==> src/rtl/scan_delay_timer_gen.sv <==
// Programmable wait-cycle timer: waits mantissa * 10^exponent clk cycles after start, then pulses done.
// Supports abort, exponent clamping and an optional operator step before completion.
module scan_delay_timer_gen #(
  parameter int MANT_WIDTH     = 4,
  parameter int EXP_WIDTH      = 4,
  parameter int MAX_EXP        = 7,
  parameter int PRESCALE_WIDTH = 26,
  parameter int SIM_FAST       = 0
) (
  input  logic                            clk,
  input  logic                            reset,
  input  logic [MANT_WIDTH+EXP_WIDTH-1:0] delay,
  input  logic                            start,
  input  logic                            abort,
  input  logic                            step_mode_tck,
  input  logic                            go_step_tck,
  output logic                            done,
  output logic                            aborted,
  output logic                            busy,
  output logic                            exp_clamped,
  output logic [1:0]                      timer_state
);

  typedef enum logic [1:0] {
    S_IDLE      = 2'd0,
    S_LOAD      = 2'd1,
    S_COUNT     = 2'd2,
    S_WAIT_STEP = 2'd3
  } state_e;

  localparam int unsigned           MAX_EXP_U = MAX_EXP;
  localparam logic [EXP_WIDTH-1:0]  MAX_EXP_L = EXP_WIDTH'(MAX_EXP);

  state_e                    state_q, state_d;
  logic [MANT_WIDTH-1:0]     mant_q, mant_d;
  logic [EXP_WIDTH-1:0]      exp_q, exp_d;
  logic [PRESCALE_WIDTH-1:0] pre_q, pre_d;
  logic [MANT_WIDTH-1:0]     cnt_q, cnt_d;
  logic                      done_q, done_d;
  logic                      aborted_q, aborted_d;
  logic                      clamp_q, clamp_d;

  logic [MANT_WIDTH-1:0]     mant_in;
  logic [EXP_WIDTH-1:0]      exp_in;
  logic                      expire;

  assign mant_in = delay[MANT_WIDTH+EXP_WIDTH-1:EXP_WIDTH];
  assign exp_in  = delay[EXP_WIDTH-1:0];

  function automatic logic [PRESCALE_WIDTH-1:0] pow10_m1(input logic [EXP_WIDTH-1:0] e);
    logic [PRESCALE_WIDTH-1:0] p;
    p        = PRESCALE_WIDTH'(1);
    pow10_m1 = '0;
    for (int unsigned i = 0; i <= MAX_EXP_U; i++) begin
      if (e == EXP_WIDTH'(i)) pow10_m1 = p - PRESCALE_WIDTH'(1);
      p = p * PRESCALE_WIDTH'(10);
    end
  endfunction

  // Expire on the edge where the last prescale period ends, giving exactly D COUNT cycles.
  assign expire = (cnt_q == '0) ||
                  ((cnt_q == MANT_WIDTH'(1)) && (pre_q == '0));

  always_comb begin
    state_d   = state_q;
    mant_d    = mant_q;
    exp_d     = exp_q;
    pre_d     = pre_q;
    cnt_d     = cnt_q;
    done_d    = 1'b0;
    aborted_d = 1'b0;
    clamp_d   = clamp_q;
    if (abort) begin
      clamp_d = 1'b0;
      if (state_q != S_IDLE) begin
        state_d   = S_IDLE;
        aborted_d = 1'b1;
      end
    end else begin
      unique case (state_q)
        S_IDLE: begin
          if (start) begin
            mant_d  = mant_in;
            exp_d   = (SIM_FAST != 0) ? '0 : ((exp_in > MAX_EXP_L) ? MAX_EXP_L : exp_in);
            clamp_d = (exp_in > MAX_EXP_L) && (SIM_FAST == 0);
            state_d = S_LOAD;
          end
        end
        S_LOAD: begin
          pre_d   = pow10_m1(exp_q);
          cnt_d   = mant_q;
          state_d = S_COUNT;
        end
        S_COUNT: begin
          if (expire) begin
            if (step_mode_tck) begin
              state_d = S_WAIT_STEP;
            end else begin
              done_d  = 1'b1;
              state_d = S_IDLE;
            end
          end else if (pre_q == '0) begin
            pre_d = pow10_m1(exp_q);
            cnt_d = cnt_q - MANT_WIDTH'(1);
          end else begin
            pre_d = pre_q - PRESCALE_WIDTH'(1);
          end
        end
        S_WAIT_STEP: begin
          if (go_step_tck) begin
            done_d  = 1'b1;
            state_d = S_IDLE;
          end
        end
        default: state_d = S_IDLE;
      endcase
    end
  end

  always_ff @(posedge clk) begin
    if (reset) begin
      state_q   <= S_IDLE;
      mant_q    <= '0;
      exp_q     <= '0;
      pre_q     <= '0;
      cnt_q     <= '0;
      done_q    <= 1'b0;
      aborted_q <= 1'b0;
      clamp_q   <= 1'b0;
    end else begin
      state_q   <= state_d;
      mant_q    <= mant_d;
      exp_q     <= exp_d;
      pre_q     <= pre_d;
      cnt_q     <= cnt_d;
      done_q    <= done_d;
      aborted_q <= aborted_d;
      clamp_q   <= clamp_d;
    end
  end

  assign done        = done_q;
  assign aborted     = aborted_q;
  assign busy        = (state_q != S_IDLE);
  assign exp_clamped = clamp_q;
  assign timer_state = state_q;

endmodule
==> config.mk <==
export PLATFORM = sky130hd
export DESIGN_NAME = scan_delay_timer_gen
export DESIGN_NICKNAME = d
export VERILOG_FILES = /design/src/rtl/scan_delay_timer_gen.sv
export SDC_FILE = /design/constraint.sdc
export NUM_CORES = 1
export LEC_CHECK = 0
export CORE_ASPECT_RATIO = 0.9
export CORE_UTILIZATION = 53
export CTS_CLUSTER_SIZE = 28
export DETAILED_ROUTE_END_ITERATION = 10
export GPL_TIMING_DRIVEN = 0
export PLACE_DENSITY = 0.72
export SLEW_MARGIN = 10
export SYNTH_ARGS = -nofsm -noshare
export SYNTH_HDL_FRONTEND = slang
export SYNTH_SLANG_ARGS = --single-unit
==> constraint.sdc <==
create_clock -name clk -period 2.8 [get_ports clk]
set_input_delay 0.84 -clock clk [delete_from_list [all_inputs] [get_ports clk]]
set_output_delay 0.84 -clock clk [all_outputs]
set_load 0.02 [all_outputs]
=== Word level (Yosys, flattened, before mapping) ===
Index checks and enable logic that the tools add are counted.

* Register bits: 43
* Bits of input ports: 14
* Output and inout bits: 6
* Word-level logic and storage cells: 69

* Add/subtract/negate cells: 2
* $lt $le $gt $ge: 1
* Equality and inequality tests: 17
* Mux-type cells: 26
* Bitwise logic cells: 1
* Reductions and logical operators: 14

{| class="wikitable"
|+ Operators by type and width
! kind !! count
|-
| $mux W26 || 8
|-
| $pmux W26 S2 || 1
|-
| $logic_not A26 Y1 || 1
|-
| $sub A26 B1 Y26 const B || 1
|-
| $eq A4 B3 Y1 const B || 4
|-
| $mux W4 || 4
|-
| $mux W2 || 6
|-
| $ne A3 B3 Y1 const B || 3
|-
| $eq A4 B1 Y1 const B || 2
|-
| $eq A4 B2 Y1 const B || 2
|-
| $pmux W2 S4 || 1
|-
| $pmux W4 S2 || 1
|-
| $reduce_and A4 Y1 || 2
|-
| $reduce_and A3 Y1 || 2
|-
| $eq A2 B2 Y1 const B || 2
|-
| $gt A4 B3 Y1 const B || 1
|-
| $logic_not A4 Y1 || 1
|-
| $mux W1 || 4
|-
| $ne A2 B2 Y1 const B || 2
|-
| $reduce_bool A2 Y1 || 2
|-
| $reduce_or A2 Y1 || 2
|-
| $sub A4 B1 Y4 const B || 1
|-
| $eq A2 B1 Y1 const B || 1
|-
| $logic_not A2 Y1 || 1
|-
| other kinds (6) || 6
|}

=== Longest topological paths before layout ===
* Depth after elaboration: 11
* Gate-level depth with buffers: 11
* Mapped depth without buffers: 8

=== Least setup slack after synthesis ===
No wires, ideal clock.

* Kind: register to register
* From: reg pre_q[0]
* To: reg pre_q[20]
* Setup time: 92 ps
* Arrival: 2,559 ps
* Required time: 2,708 ps
* Slack: 149 ps
* Cell stages (with the launch flop): 10
* Path buffers: 1
* Clock period less this slack: 2,651 ps
* Path through: dfxtp_1 inv_1 ha_1 or4b_1 or2_2 clkbuf_1 or2_2 or3_2 o31a_1 o32ai_1

* Word-level cells in the longest chain between the ends: 5
* Elaborated cells on any way between the ends: 9
* Those cells by class: add/sub (1); eq/ne (1); mux (3); reduce/logical (4)

{| class="wikitable"
|+ RTL lines
! item !! RTL line !! RTL
|-
| from (decl) || 37 || <nowiki>logic [PRESCALE_WIDTH-1:0] pre_q, pre_d;</nowiki>
|-
| from (signal assigned) || 134 || <nowiki>pre_q <= pre_d;</nowiki>
|-
| parallel branches: the longest is 5 deep, another holds $sub A26 B1 Y26 || n/a ||
|}

Several ways; the timed one is not identified. The select of a mux whose other input is x is not followed.
A chain may end at the register's enable or synchronous reset.

=== Worst setup path after layout ===
* From: in abort
* To: reg pre_q[14]

* Word-level cells in the longest chain between the ends: 2

{| class="wikitable"
|+ RTL lines
! item !! RTL line !! RTL
|-
| from (decl) || 14 || <nowiki>input logic abort,</nowiki>
|-
| $not A1 Y1 (no source line) || n/a ||
|-
| $reduce_and A3 Y1 (no source line) || n/a ||
|}

No other way between the ends.

==> results_dict.tcl <==
set metrics [dict create \
    wire_per_inst_um 18.8 \
    drc 0 \
    postRouteAntennaNets 0 \
    synth_top_family_by_area "compound AO/OA/AOI/OAI gates" \
    irDropWorstVdd_mv 0.371 \
    fp.dieArea_sq_um 5430 \
    io_pins 20 \
    synthSimpleGateAreaFrac_pct 27.0 \
    dp.cells 434 \
    crit_fanout 9 \
    holdCritPathClass "flop to flop" \
    place.gp.congestion 0.917 \
    skew_ns 0.0110 \
    synth_compound_area_share_pct 30.6 \
    final_common_cell "dfxtp_1" \
    crit_path_start "abort" \
    grt_pass1_wl_um 13400 \
    dieWidth_um 77.6 \
    async_reset_ff_share_pct 0 \
    clkLatencyLatePin_ns 0.31 \
    power_per_cell_area_nw_per_um2 441 \
    drv_slew 0 \
    r2r_cells 7 \
    die_y_um 70.0 \
    vias 2975 \
    cts.reportedPaths.clkPinSlew_ns 0.08 \
    endpoint_kind "flop" \
    arrival_ns 2.93 \
    drtIter0Drc 406 \
    synthFlopType "dfxtp_1" \
    hold_ws_ns 0.471 \
    synth-edff-count 0 \
    synth_cell_types 60 \
    core_sq_um 4890 \
    setup_viol 0 \
    fillers 459 \
    worst_pin_slew_ns 0.749 \
    syn-cell-area_sq_um 2720 \
    maxSlewHeadroom_pct 49.9 \
    yosysWarnings 0 \
    first_pass_iters 5 \
    reg2reg_setup_slack_ns 0.12 \
    grt_pass1_vias 2689 \
    syn_inst 351 \
    drive_above_1_share_pct 12.5 \
    synth_xor_area_share_pct 0.643 \
    synth_fa_ha_area_share_pct 1.38 \
    rr_endpoint "pre_q[0]" \
    finalCritPeriodShare_pct 95.8 \
    gr-total-overflow 0 \
    fmax_ghz 0.373 \
    initial_utilization_pct 55.6 \
    syn_avg_cell_area_sq_um 7.76 \
    grt_max_degree 14 \
    postCtsSetupRepairBufs 0 \
    io_buffers 18 \
    fin_crit_ns 2.68 \
    crit_type "input pin to flop" \
    status "finished clean" \
    cts.sinks 43 \
    grtUsageTotal_pct 31.5 \
    synthesis.nets 368 \
    antenna_found_initial 0 \
    rows 24 \
    endpoint "pre_q[14]" \
    via_per_inst 6.76 \
    htreeDepth 2 \
    dp.final_hpwl_um 5720 \
    cp.required_ns 3.05 \
    cts_tree "yes" \
    cts_max_path_buffers 2 \
    r2r-start "pre_q[17]" \
    regArea_sq_um 861 \
    multi_input_area_sq_um 1680 \
    final_hold_viol_count 0 \
    cp-start-kind "input pin" \
    fin_cells 440 \
    mostFrequentLayoutCells "43 x dfxtp_1, 37 x o21ai_0, 29 x a21oi_1, 23 x nor2_1, 22 x nand2_1" \
    ctsHoldBuffers 0 \
    muxShareOfSynthArea_pct 0.367 \
    maxCapViolCount 0 \
    yosysSeqAreaShare_pct 31.6 \
    area_growth_pct 15.7 \
    wirelength_um 8250 \
    ys_ff_latch 43 \
    nets 391 \
    numCtsBuffers 5 \
    cts_root_buf "clkbuf_8" \
    diodes 0 \
    power.leakage_nw 1.13 \
]
==> flip-flops by register name, summed over array words and instances (netlist names) <==
name / count
aborted: 1
cnt_q: 4
timer_state: 2
pre_q: 26
mant_q: 4
done: 1
exp_clamped: 1
exp_q: 4
==> cell usage after synthesis (2+ instances only) <==
| cell type | n | area, sq um |
|---|---|---|
| a211oi_1 | 3 | 22.5 |
| a21o_1 | 5 | 37.5 |
| a21oi_1 | 29 | 145 |
| a31oi_1 | 4 | 25.0 |
| a32o_1 | 9 | 90.1 |
| and3_1 | 4 | 25.0 |
| buf_1 | 2 | 7.51 |
| buf_2 | 2 | 10.0 |
| buf_6 | 4 | 45.0 |
| clkbuf_1 | 18 | 67.6 |
| dfxtp_1 | 43 | 861 |
| ha_1 | 3 | 37.5 |
| inv_1 | 16 | 60.1 |
| nand2_1 | 22 | 82.6 |
| nand2b_1 | 3 | 18.8 |
| nand3_1 | 8 | 40.0 |
| nand4_1 | 2 | 12.5 |
| nor2_1 | 24 | 90.1 |
| nor2b_1 | 2 | 12.5 |
| nor3_1 | 20 | 100 |
| nor3b_1 | 2 | 15.0 |
| nor4_1 | 8 | 50.1 |
| o2111ai_1 | 2 | 17.5 |
| o211ai_1 | 3 | 22.5 |
| o21ai_0 | 37 | 185 |
| o221ai_1 | 2 | 17.5 |
| o22ai_1 | 3 | 18.8 |
| o311ai_0 | 2 | 17.5 |
| o31a_1 | 4 | 35.0 |
| o31ai_1 | 4 | 30.0 |
| o32ai_1 | 5 | 43.8 |
| o41ai_1 | 5 | 43.8 |
| or2_2 | 5 | 31.3 |
| or3_1 | 10 | 62.6 |
| or3b_2 | 2 | 17.5 |
| or4_1 | 7 | 52.6 |
| or4_4 | 3 | 33.8 |
| xor2_1 | 2 | 17.5 |
==> final cells by class <==
type                    count  share of cell area [%]
well taps                  65                    2.58
multi-input cells         262                    53.2
clock buffers               6                    2.62
inverters                  16                    1.91
repair buffers             18                    5.72
clock inverters             2                    1.11
flip-flops and latches     43                    27.3
plain buffers              28                    5.52
==> routing by layer <==
layer | wire length, um | vias up | GRT usage [%]
li1 | - | 1383 | -
met1 | 3710 | 1380 | 45.0
met2 | 3540 | 192 | 47.6
met3 | 825 | 20 | 4.58
met4 | 171 | 0 | 12.4
met5 | 0 | - | 0
==> where the power goes <==
group | internal [mW] | total, mW | leakage, nW | switching (mW)
clock | 0.289 | 0.524 | 0.0612 | 0.235
sequential | 0.621 | 0.627 | 0.348 | 0.00602
combinational | 0.0879 | 0.238 | 0.716 | 0.150
total | 0.998 | 1.39 | 1.13 | 0.391
==> critical path, stage by stage <==
cell and delay (ns):
clkbuf_1 0.18, or3b_2 0.48, clkbuf_1 0.19, o31ai_1 0.19, nand2b_4 0.09, buf_6 0.16
nor2_1 0.55, a32o_1 0.23
==> what timing repair did <==
| action | in CTS | in global routing |
|---|---|---|
| pin swaps | 0 | 3 |
| setup endpoints to repair | 24 | 23 |
| gates resized for setup | 3 | 18 |
==> cell families (layout without fill, tap and decap cells) <==
family / count (synthesis) / after routing
simple gates: 131 / 131
flops: 43 / 43
compound gates: 125 / 125
xor+xnor: 2 / 2
fa+ha+maj: 3 / 3
buf+inv: 46 / 70
mux: 1 / 1
==> worst min-delay path by stage <==
stage | from | endpoint | slack (ns) | depth (start not counted)
final | pre_q[7] | pre_q[7] | 0.47 | 2
after CTS | pre_q[7] | pre_q[7] | 0.47 | 2
after detailed placement | pre_q[10] | pre_q[10] | 0.46 | 2
after global routing | pre_q[7] | pre_q[7] | 0.49 | 2
after global placement | pre_q[10] | pre_q[10] | 0.45 | 2
after floorplan | pre_q[10] | pre_q[10] | 0.44 | 2
==> stage by stage <==
stage | total power, mW | area, sq um | TNS [ns] | worst slack, ns | util (%)
floorplan | 0.790 | 2720 | 0 | 0.149 | -
global placement | 0.862 | 2990 | -1.87 | -0.186 | 61.0
detailed placement | 0.863 | 2990 | -3.16 | -0.271 | 61.0
CTS | 1.37 | 3110 | 0 | 0.0234 | 63.5
global route | 1.43 | 3150 | -0.000339 | -0.000339 | 64.4
finish | 1.39 | 3150 | 0 | 0.117 | 64.4
Note: power is estimated with default switching activity, not from simulation.
